[src/rtl/btn_ctrl_bank.sv]
// btn_ctrl_bank: a bank of independent button channels. Each channel
// synchronises and debounces its raw input, strobes once on every accepted
// press, and drives a control output whose behaviour is chosen by a global
// mode (toggle, momentary, one-shot pulse, hold). A per-channel override
// takes priority over presses and mode.
module btn_ctrl_bank #(
  parameter int N_CH       = 4,
  parameter int DEB_CYCLES = 16,
  parameter int PULSE_LEN  = 8
) (
  input  logic            clk,
  input  logic            rst,
  input  logic [N_CH-1:0] btn,
  input  logic [N_CH-1:0] sw_force,
  input  logic [N_CH-1:0] sw_val,
  input  logic [1:0]      mode,
  output logic [N_CH-1:0] upr,
  output logic [N_CH-1:0] press_stb
);

  localparam int DW = $clog2(DEB_CYCLES);
  localparam int PW = $clog2(PULSE_LEN + 1);

  localparam logic [DW-1:0] DEB_MAX    = DW'(DEB_CYCLES - 1);
  localparam logic [PW-1:0] PULSE_LOAD = PW'(PULSE_LEN);
  localparam logic [DW-1:0] DEB_ONE    = DW'(1);
  localparam logic [PW-1:0] PULSE_ONE  = PW'(1);
  localparam logic [PW-1:0] PULSE_ZERO = PW'(0);

  localparam logic [1:0] MODE_TOGGLE  = 2'b00;
  localparam logic [1:0] MODE_MOMENT  = 2'b01;
  localparam logic [1:0] MODE_ONESHOT = 2'b10;
  localparam logic [1:0] MODE_HOLD    = 2'b11;

  logic [N_CH-1:0] sync1_q;
  logic [N_CH-1:0] sync2_q;          // btn_s: synchronised button level
  logic [N_CH-1:0] deb_q,   deb_d;
  logic [N_CH-1:0] upr_q,   upr_d;
  logic [N_CH-1:0] press_q, press_d;
  logic [1:0]      mode_q;
  logic [DW-1:0]   deb_cnt_q   [N_CH];
  logic [DW-1:0]   deb_cnt_d   [N_CH];
  logic [PW-1:0]   pulse_cnt_q [N_CH];
  logic [PW-1:0]   pulse_cnt_d [N_CH];
  logic            mode_chg_s;

  // Next-state for debounce, press detection, one-shot counters and outputs.
  always_comb begin
    deb_d       = deb_q;
    press_d     = '0;
    upr_d       = upr_q;
    deb_cnt_d   = deb_cnt_q;
    pulse_cnt_d = pulse_cnt_q;
    mode_chg_s  = (mode != mode_q);

    for (int i = 0; i < N_CH; i++) begin
      // Debounce: any agreement restarts the count, so glitches never accumulate.
      if (sync2_q[i] == deb_q[i]) begin
        deb_cnt_d[i] = '0;
      end else if (deb_cnt_q[i] == DEB_MAX) begin
        deb_d[i]     = sync2_q[i];
        deb_cnt_d[i] = '0;
      end else begin
        deb_cnt_d[i] = deb_cnt_q[i] + DEB_ONE;
      end

      press_d[i] = deb_d[i] & ~deb_q[i];

      // A mode switch abandons any running pulse; upr keeps its value.
      if (mode_chg_s) begin
        pulse_cnt_d[i] = PULSE_ZERO;
      end else begin
        pulse_cnt_d[i] = pulse_cnt_q[i];
      end

      if (sw_force[i]) begin
        // Override wins over presses and mode; no pulse survives it.
        upr_d[i]       = sw_val[i];
        pulse_cnt_d[i] = PULSE_ZERO;
      end else begin
        case (mode)
          MODE_TOGGLE: begin
            if (press_d[i]) begin
              upr_d[i] = ~upr_q[i];
            end else begin
              upr_d[i] = upr_q[i];
            end
          end
          MODE_MOMENT: begin
            upr_d[i] = deb_d[i];
          end
          MODE_ONESHOT: begin
            if (press_d[i]) begin
              upr_d[i]       = 1'b1;
              pulse_cnt_d[i] = PULSE_LOAD;
            end else if (!mode_chg_s && (pulse_cnt_q[i] != PULSE_ZERO)) begin
              pulse_cnt_d[i] = pulse_cnt_q[i] - PULSE_ONE;
              if (pulse_cnt_q[i] == PULSE_ONE) begin
                upr_d[i] = 1'b0;
              end else begin
                upr_d[i] = upr_q[i];
              end
            end else begin
              upr_d[i] = upr_q[i];
            end
          end
          MODE_HOLD: begin
            upr_d[i] = upr_q[i];
          end
          default: begin
            upr_d[i] = upr_q[i];
          end
        endcase
      end
    end
  end

  // State registers with synchronous reset clearing every flop.
  always_ff @(posedge clk) begin
    if (rst) begin
      sync1_q     <= '0;
      sync2_q     <= '0;
      deb_q       <= '0;
      upr_q       <= '0;
      press_q     <= '0;
      mode_q      <= 2'b00;
      deb_cnt_q   <= '{default: '0};
      pulse_cnt_q <= '{default: '0};
    end else begin
      sync1_q     <= btn;
      sync2_q     <= sync1_q;
      deb_q       <= deb_d;
      upr_q       <= upr_d;
      press_q     <= press_d;
      mode_q      <= mode;
      deb_cnt_q   <= deb_cnt_d;
      pulse_cnt_q <= pulse_cnt_d;
    end
  end

  assign upr       = upr_q;
  assign press_stb = press_q;

endmodule
[config.mk]
export PLATFORM = sky130hd
export DESIGN_NAME = btn_ctrl_bank
export DESIGN_NICKNAME = d
export VERILOG_FILES = /design/src/rtl/btn_ctrl_bank.sv
export SDC_FILE = /design/constraint.sdc
export NUM_CORES = 1
export LEC_CHECK = 0
export ABC_CLOCK_PERIOD_IN_PS = 2100
export CORE_MARGIN = 5
export CORE_UTILIZATION = 40
export CTS_BUF_LIST = sky130_fd_sc_hd__clkbuf_4 sky130_fd_sc_hd__clkbuf_8 sky130_fd_sc_hd__clkbuf_16
export CTS_CLUSTER_SIZE = 25
export DETAILED_ROUTE_END_ITERATION = 8
export SLEW_MARGIN = 10
export SYNTH_ARGS = -nofsm -noshare
export SYNTH_HDL_FRONTEND = slang
export SYNTH_SLANG_ARGS = --single-unit
[constraint.sdc]
create_clock -name clk -period 2.1 [get_ports clk]
set_input_delay 0.42 -clock clk [delete_from_list [all_inputs] [get_ports clk]]
set_output_delay 0.42 -clock clk [all_outputs]
set_load 0.02 [all_outputs]
==> impl_metrics.ini, run 1 <==
[power]
leakage_nw = 1.25
power-per-cell-area_mw_per_mm2 = 585
ir_worst_vdd_mv = 0.226

[timing]
finalHoldViolCount = 0
finalClockSkew_ps = 8.89
maxClockFrequency_mhz = 537
setup_violations = 0
worst_pin_slew_ps = 465
holdWs_ps = 446
fin_setup_tns_ps = 0
layout_setup_ws_ps = 236
drv_slew = 0
relSlewSlack = 0.687
rsz0062_at_grt = false
period_needed_ps = 1860
fin_crit_sh = 0.887

[route]
drt-wirelength-per-cell_um = 12.8
via_per_inst = 5.08
topRoutingLayerUsed = met4
ant_nets = 0
wl_met3_um = 179
wl_met1_mm = 2.68
drc = 0
dr_wl_met2_mm = 2.50
drtPass1Iterations = 4
wl_mm = 5.45
routed-via-count = 2165
drt_iter0_markers = 84

[grt]
globalRoute.totalOverflow = 0
antenna_found_initial = 0
track_usage = 0.138
grt_pass1_vias = 2109
grt_start_max_net_pins = 37
grt_pass1_wl_mm = 9.53

[final_layout]
fin_nets = 381
area_growth_pct = 20.0
n_antenna_cell = 0
layout-drive-gt1-share = 0.0954

[setup_path]
worst-path-max-fanout = 10
cp_data_required_time_ps = 2320
path_class = input pin to flip-flop
rrSetupSlack_ps = 240
cp-end-kind = flip-flop
cp-start-kind = input pin
crit_chain = clkdlybuf4s50_1 -> buf_4 -> xnor2_4 -> nand4_1 -> buf_4 -> o311a_1 -> nor4_1
slowest_stage = clkdlybuf4s50_1
cp_data_arrival_time_ps = 2080
cpMostUsedCell = buf_4
max_stage_delay_ps = 430

[floorplan]
num_io_pins = 24
rows = 30
coreArea_mm2 = 0.00668
die_area_mm2 = 0.00850
die-height_um = 92.2
die_x_um = 92.2
initial_core_util = 0.405

[synth]
yosysMostFrequentCell = dfxtp_1
ys.flop_type = dfxtp_1
synth_edf_count = 0
synth_top_area_cell = dfxtp_1
syn-num-nets = 346
synth.area.top_cells = dfxtp_1, ha_1, nor2_1
synth_cell_type_count = 36
ys_seq_area_frac = 0.400
netlist_area_mm2 = 0.00270
synth_top_area_frac = 0.400
yosys-top-cells-count = dfxtp_1, nor2_1, ha_1, nor2b_1, inv_1
ys_ff_latch = 54
synthCells = 310
synth_area_per_cell_um2 = 8.72
synth_warnings = 0
async_flop_share = 0

[clock_network]
cts-buffers-inserted = 5
holdBufCountCts = 0
clock_latency_ps = 310
cts.path.max_buffers = 2
cts_htree_levels = 2
cts_tree = done
clock-root-buffer = clkbuf_8
clock_sink_count = 54
path_clk_slew_ps = 100

[job]
drv_cap = 0

[min_path]
hold_path_class = flip-flop to flip-flop

[status]
outcome = complete, no violations

[placed_design]
gp_congestion = 0.835
numPortBuffers = 23
hpwlAfterDp_mm = 4.09
dpl_worst_slack_ps = -230
-- path summary, 6_finish.rpt --
kind | depth (start not counted) | from | end
hold reg to reg | 1 | sync1_q[2]$_SDFF_PP0_ | sync2_q[2]$_SDFF_PP0_
hold / removal | 1 | sync1_q[2]$_SDFF_PP0_ | sync2_q[2]$_SDFF_PP0_
setup / recovery | 7 | mode[1] | pulse_cnt_q[2]$_SDFF_PP0_
setup reg to reg | 7 | pulse_cnt_q[4]$_SDFF_PP0_ | upr[2]$_SDFFE_PP0P_
-- metal layers --
metal / vias to the layer above / GRT usage
met4: 0 / 0.0433
li1: 1132 / -
met2: 31 / 0.241
met3: 8 / 0.0336
met5: - / 0
met1: 994 / 0.167
-- per-stage QoR --
step                       util  std cells  total power [mW]  instance area, um^2
after detailed placement  0.468        418              1.29                 3120
after global routing      0.486        426              2.00                 3240
after CTS                 0.482        426              1.93                 3220
after global placement    0.468        418              1.29                 3120
after floorplan               -        310              1.19                 2700
final                     0.486        426              1.90                 3240
-- registers in the layout, indices dropped and copies added (netlist names) --
name         flops
mode_q           2
deb_cnt_q       16
upr              4
pulse_cnt_q     16
sync1_q          4
sync2_q          4
press_stb        4
deb_q            4
-- area by class of cell --
type	instances	area, um^2
flip-flops and latches	54	1080
multi-input cells	227	1530
fillers	659	3440
inverters	17	63.8
well taps	80	100
repair buffers	40	370
clock buffers	6	82.6
clock inverters	2	16.3
-- report_power, final --
| group | internal (mW) | switching (mW) |
|---|---|---|
| clock network | 0.272 | 0.353 |
| logic | 0.111 | 0.106 |
| registers | 1.04 | 0.0138 |
-- kinds of logic after synthesis --
group                    share of synthesized area
AND/OR/NAND/NOR                              0.261
multiplexers                                0.0333
flip-flops                                   0.400
buffers and inverters                       0.0421
adder cells (fa/ha/maj)                     0.0925
AO/OA/AOI/OAI                                0.115
XOR/XNOR                                    0.0560
-- what timing repair did --
item | in CTS | in global routing
setup endpoints to repair | 0 | 10
gates resized for setup | 0 | 4
setup buffers | 0 | 0
-- cell usage in the layout, fill, tap and decap left out, types with 9 or more instances in the layout --
master,n
and3_1,9
buf_4,16
clkdlybuf4s50_1,23
dfxtp_1,54
ha_1,18
inv_1,17
mux2i_1,9
nand2_1,15
nor2_1,53
nor2b_1,20
-- critical path, delay by kind of cell --
| kind | cells | cell delay (ps) |
|---|---|---|
| buf+inv | 3 | 780 |
| compound gates | 1 | 320 |
| simple gates | 2 | 280 |
| xor+xnor | 1 | 270 |
Note: power is estimated with default switching activity, not from simulation.
==> run 2, diff against run 1 <==
--- a/config.mk
+++ b/config.mk
@@ -6,7 +6,6 @@
 export NUM_CORES = 1
 export LEC_CHECK = 0
 export ABC_CLOCK_PERIOD_IN_PS = 2100
-export CORE_MARGIN = 5
 export CORE_UTILIZATION = 40
 export CTS_BUF_LIST = sky130_fd_sc_hd__clkbuf_4 sky130_fd_sc_hd__clkbuf_8 sky130_fd_sc_hd__clkbuf_16
 export CTS_CLUSTER_SIZE = 25
==> run 2 against run 1 <==
Against the previous run: design area grew 1.7%; clock power grew 34%; hold slack lost 2.1 ps; the flow now finishes with violations (DRC); cell count grew 0.23%; critical path type unchanged; wire length grew 2.1%; highest routed layer unchanged; sequential share of layout area shrank 0.57 points.
==> impl_metrics.ini, run 2 (same netlist as run 1, synthesis figures left out) <==
[setup_path]
slowest_stage = clkdlybuf4s50_1
cp-start-kind = input pin
worst-path-max-fanout = 12
cpLargestDelayFamily = compound AO/OA/AOI/OAI gates
rrSetupSlack_ps = 160
cp_data_required_time_ps = 2340
crit_chain = clkdlybuf4s50_1 -> inv_1 -> ha_1 -> buf_12 -> a21boi_0 -> a221oi_1 -> mux2i_1 -> a211oi_1
r2r-end = upr[1]$_SDFFE_PP0P_
cp-end-kind = flip-flop
reg2reg_from = pulse_cnt_q[8]$_SDFF_PP0_
reg2reg_depth = 7
cp.buffers_inverters = 3
max_stage_delay_ps = 480
cp_data_arrival_time_ps = 2220
path_class = input pin to flip-flop

[timing]
layout_setup_ws_ps = 122
fin_crit_sh = 0.942
finalClockSkew_ps = 10.8
worst_pin_slew_ps = 584
setup_violations = 0
drv_slew = 0
finalHoldViolCount = 0
period_needed_ps = 1980
fin_setup_tns_ps = 0
maxClockFrequency_mhz = 505
relSlewSlack = 0.607
rsz0062_at_grt = false

[grt]
globalRoute.totalOverflow = 0
antenna_found_initial = 0
track_usage = 0.169
grt_pass1_wl_mm = 9.65
grt_start_max_net_pins = 37
grt_pass1_vias = 2222

[floorplan]
die-height_um = 84.2
num_io_pins = 24
rows = 29
initial_core_util = 0.421
die_area_mm2 = 0.00709
die_x_um = 84.2
coreArea_mm2 = 0.00642

[clock_network]
cts_tree = done
clock-root-buffer = clkbuf_8
holdBufCountCts = 0
clock_sink_count = 54
cts.path.max_buffers = 2
path_clk_slew_ps = 110
cts_resized = 0
cts-buffers-inserted = 5
clock_latency_ps = 320
cts_htree_levels = 2
cts_setup_buffers = 0

[placed_design]
numPortBuffers = 23
hpwlAfterDp_mm = 4.07
gp_congestion = 0.811
dpl_worst_slack_ps = -175

[job]
drv_cap = 0

[final_layout]
fill_cells = 637
reg_top3 = deb_cnt_q (16), pulse_cnt_q (16)
area_growth_pct = 22.1
layout-drive-gt1-share = 0.0971
fin_nets = 385
n_antenna_cell = 0
layout_commonest_cell = dfxtp_1
fin_util = 0.514
final_cell_mix = dfxtp_1, nor2_1, clkdlybuf4s50_1

[route]
drt_iter0_markers = 92
drtPass1Iterations = 6
ant_nets = 0
routed-via-count = 2245
via_per_inst = 5.26
wl_mm = 5.56
drc = 2
drt-wirelength-per-cell_um = 13.0

[min_path]
hold_depth = 1
min_from = sync1_q[3]$_SDFF_PP0_
hold_path_class = flip-flop to flip-flop
holdPathEnd = sync2_q[3]$_SDFF_PP0_

[power]
power-per-cell-area_mw_per_mm2 = 641
leakage_nw = 1.29
ir_worst_vdd_mv = 0.355

[status]
violations = DRC
outcome = complete, but fails checks
-- run 2: changes by cell type in the layout (fill, tap and decap cells not counted), sizes merged --
cell / before / now
clkinv: 0 / 1
bufinv: 0 / 2
buf: 17 / 21
clkbuf: 6 / 5
clkinvlp: 1 / 0
inv: 18 / 17
-- run 2: how the worst max path moves through the flow --
stage | startpoint | to | slack (ps) | cells after the start
2_1_floorplan | mode[0] | pulse_cnt_q[2]$_SDFF_PP0_ | 390 | 6
3_3_place_gp | mode[0] | upr[2]$_SDFFE_PP0P_ | -140 | 8
3_5_place_dp | mode[0] | upr[1]$_SDFFE_PP0P_ | -170 | 8
4_1_cts | mode[0] | upr[1]$_SDFFE_PP0P_ | 140 | 8
5_1_grt | pulse_cnt_q[4]$_SDFF_PP0_ | upr[2]$_SDFFE_PP0P_ | 10 | 7
6_report | mode[0] | upr[1]$_SDFFE_PP0P_ | 120 | 8
-- run 2: layout make-up --
| cell class | instances | area, um^2 | share of cell area |
|---|---|---|---|
| clock buffers | 5 | 68.8 | 0.0208 |
| clock inverters | 3 | 68.8 | 0.0208 |
| inverters | 17 | 63.8 | 0.0193 |
| multi-input cells | 227 | 1510 | 0.457 |
| flip-flops and latches | 54 | 1080 | 0.328 |
| well taps | 77 | 96.3 | 0.0292 |
| repair buffers | 44 | 413 | 0.125 |
-- run 2: power by group --
part | switching (mW) | total (mW) | internal, mW
clock network | 0.359 | 0.836 | 0.478
registers | 0.0141 | 1.06 | 1.04
logic | 0.109 | 0.224 | 0.115
-- run 2: layer usage --
layer	vias to the layer above	wire length, um	GRT usage
met1	1062	2650	0.202
met3	7	186	0.0374
met2	28	2630	0.295
li1	1148	-	-
met4	0	84	0.0690
met5	-	0	0
-- run 2: through the flow --
stage | instances | hold slack, ps | cell area (um^2) | power, mW
2_1_floorplan | 310 | 414 | 2700 | 1.19
3_3_place_gp | 419 | 427 | 3160 | 1.30
3_5_place_dp | 419 | 425 | 3160 | 1.30
4_1_cts | 427 | 448 | 3300 | 2.14
5_1_grt | 427 | 467 | 3300 | 2.21
6_report | 427 | 444 | 3300 | 2.12
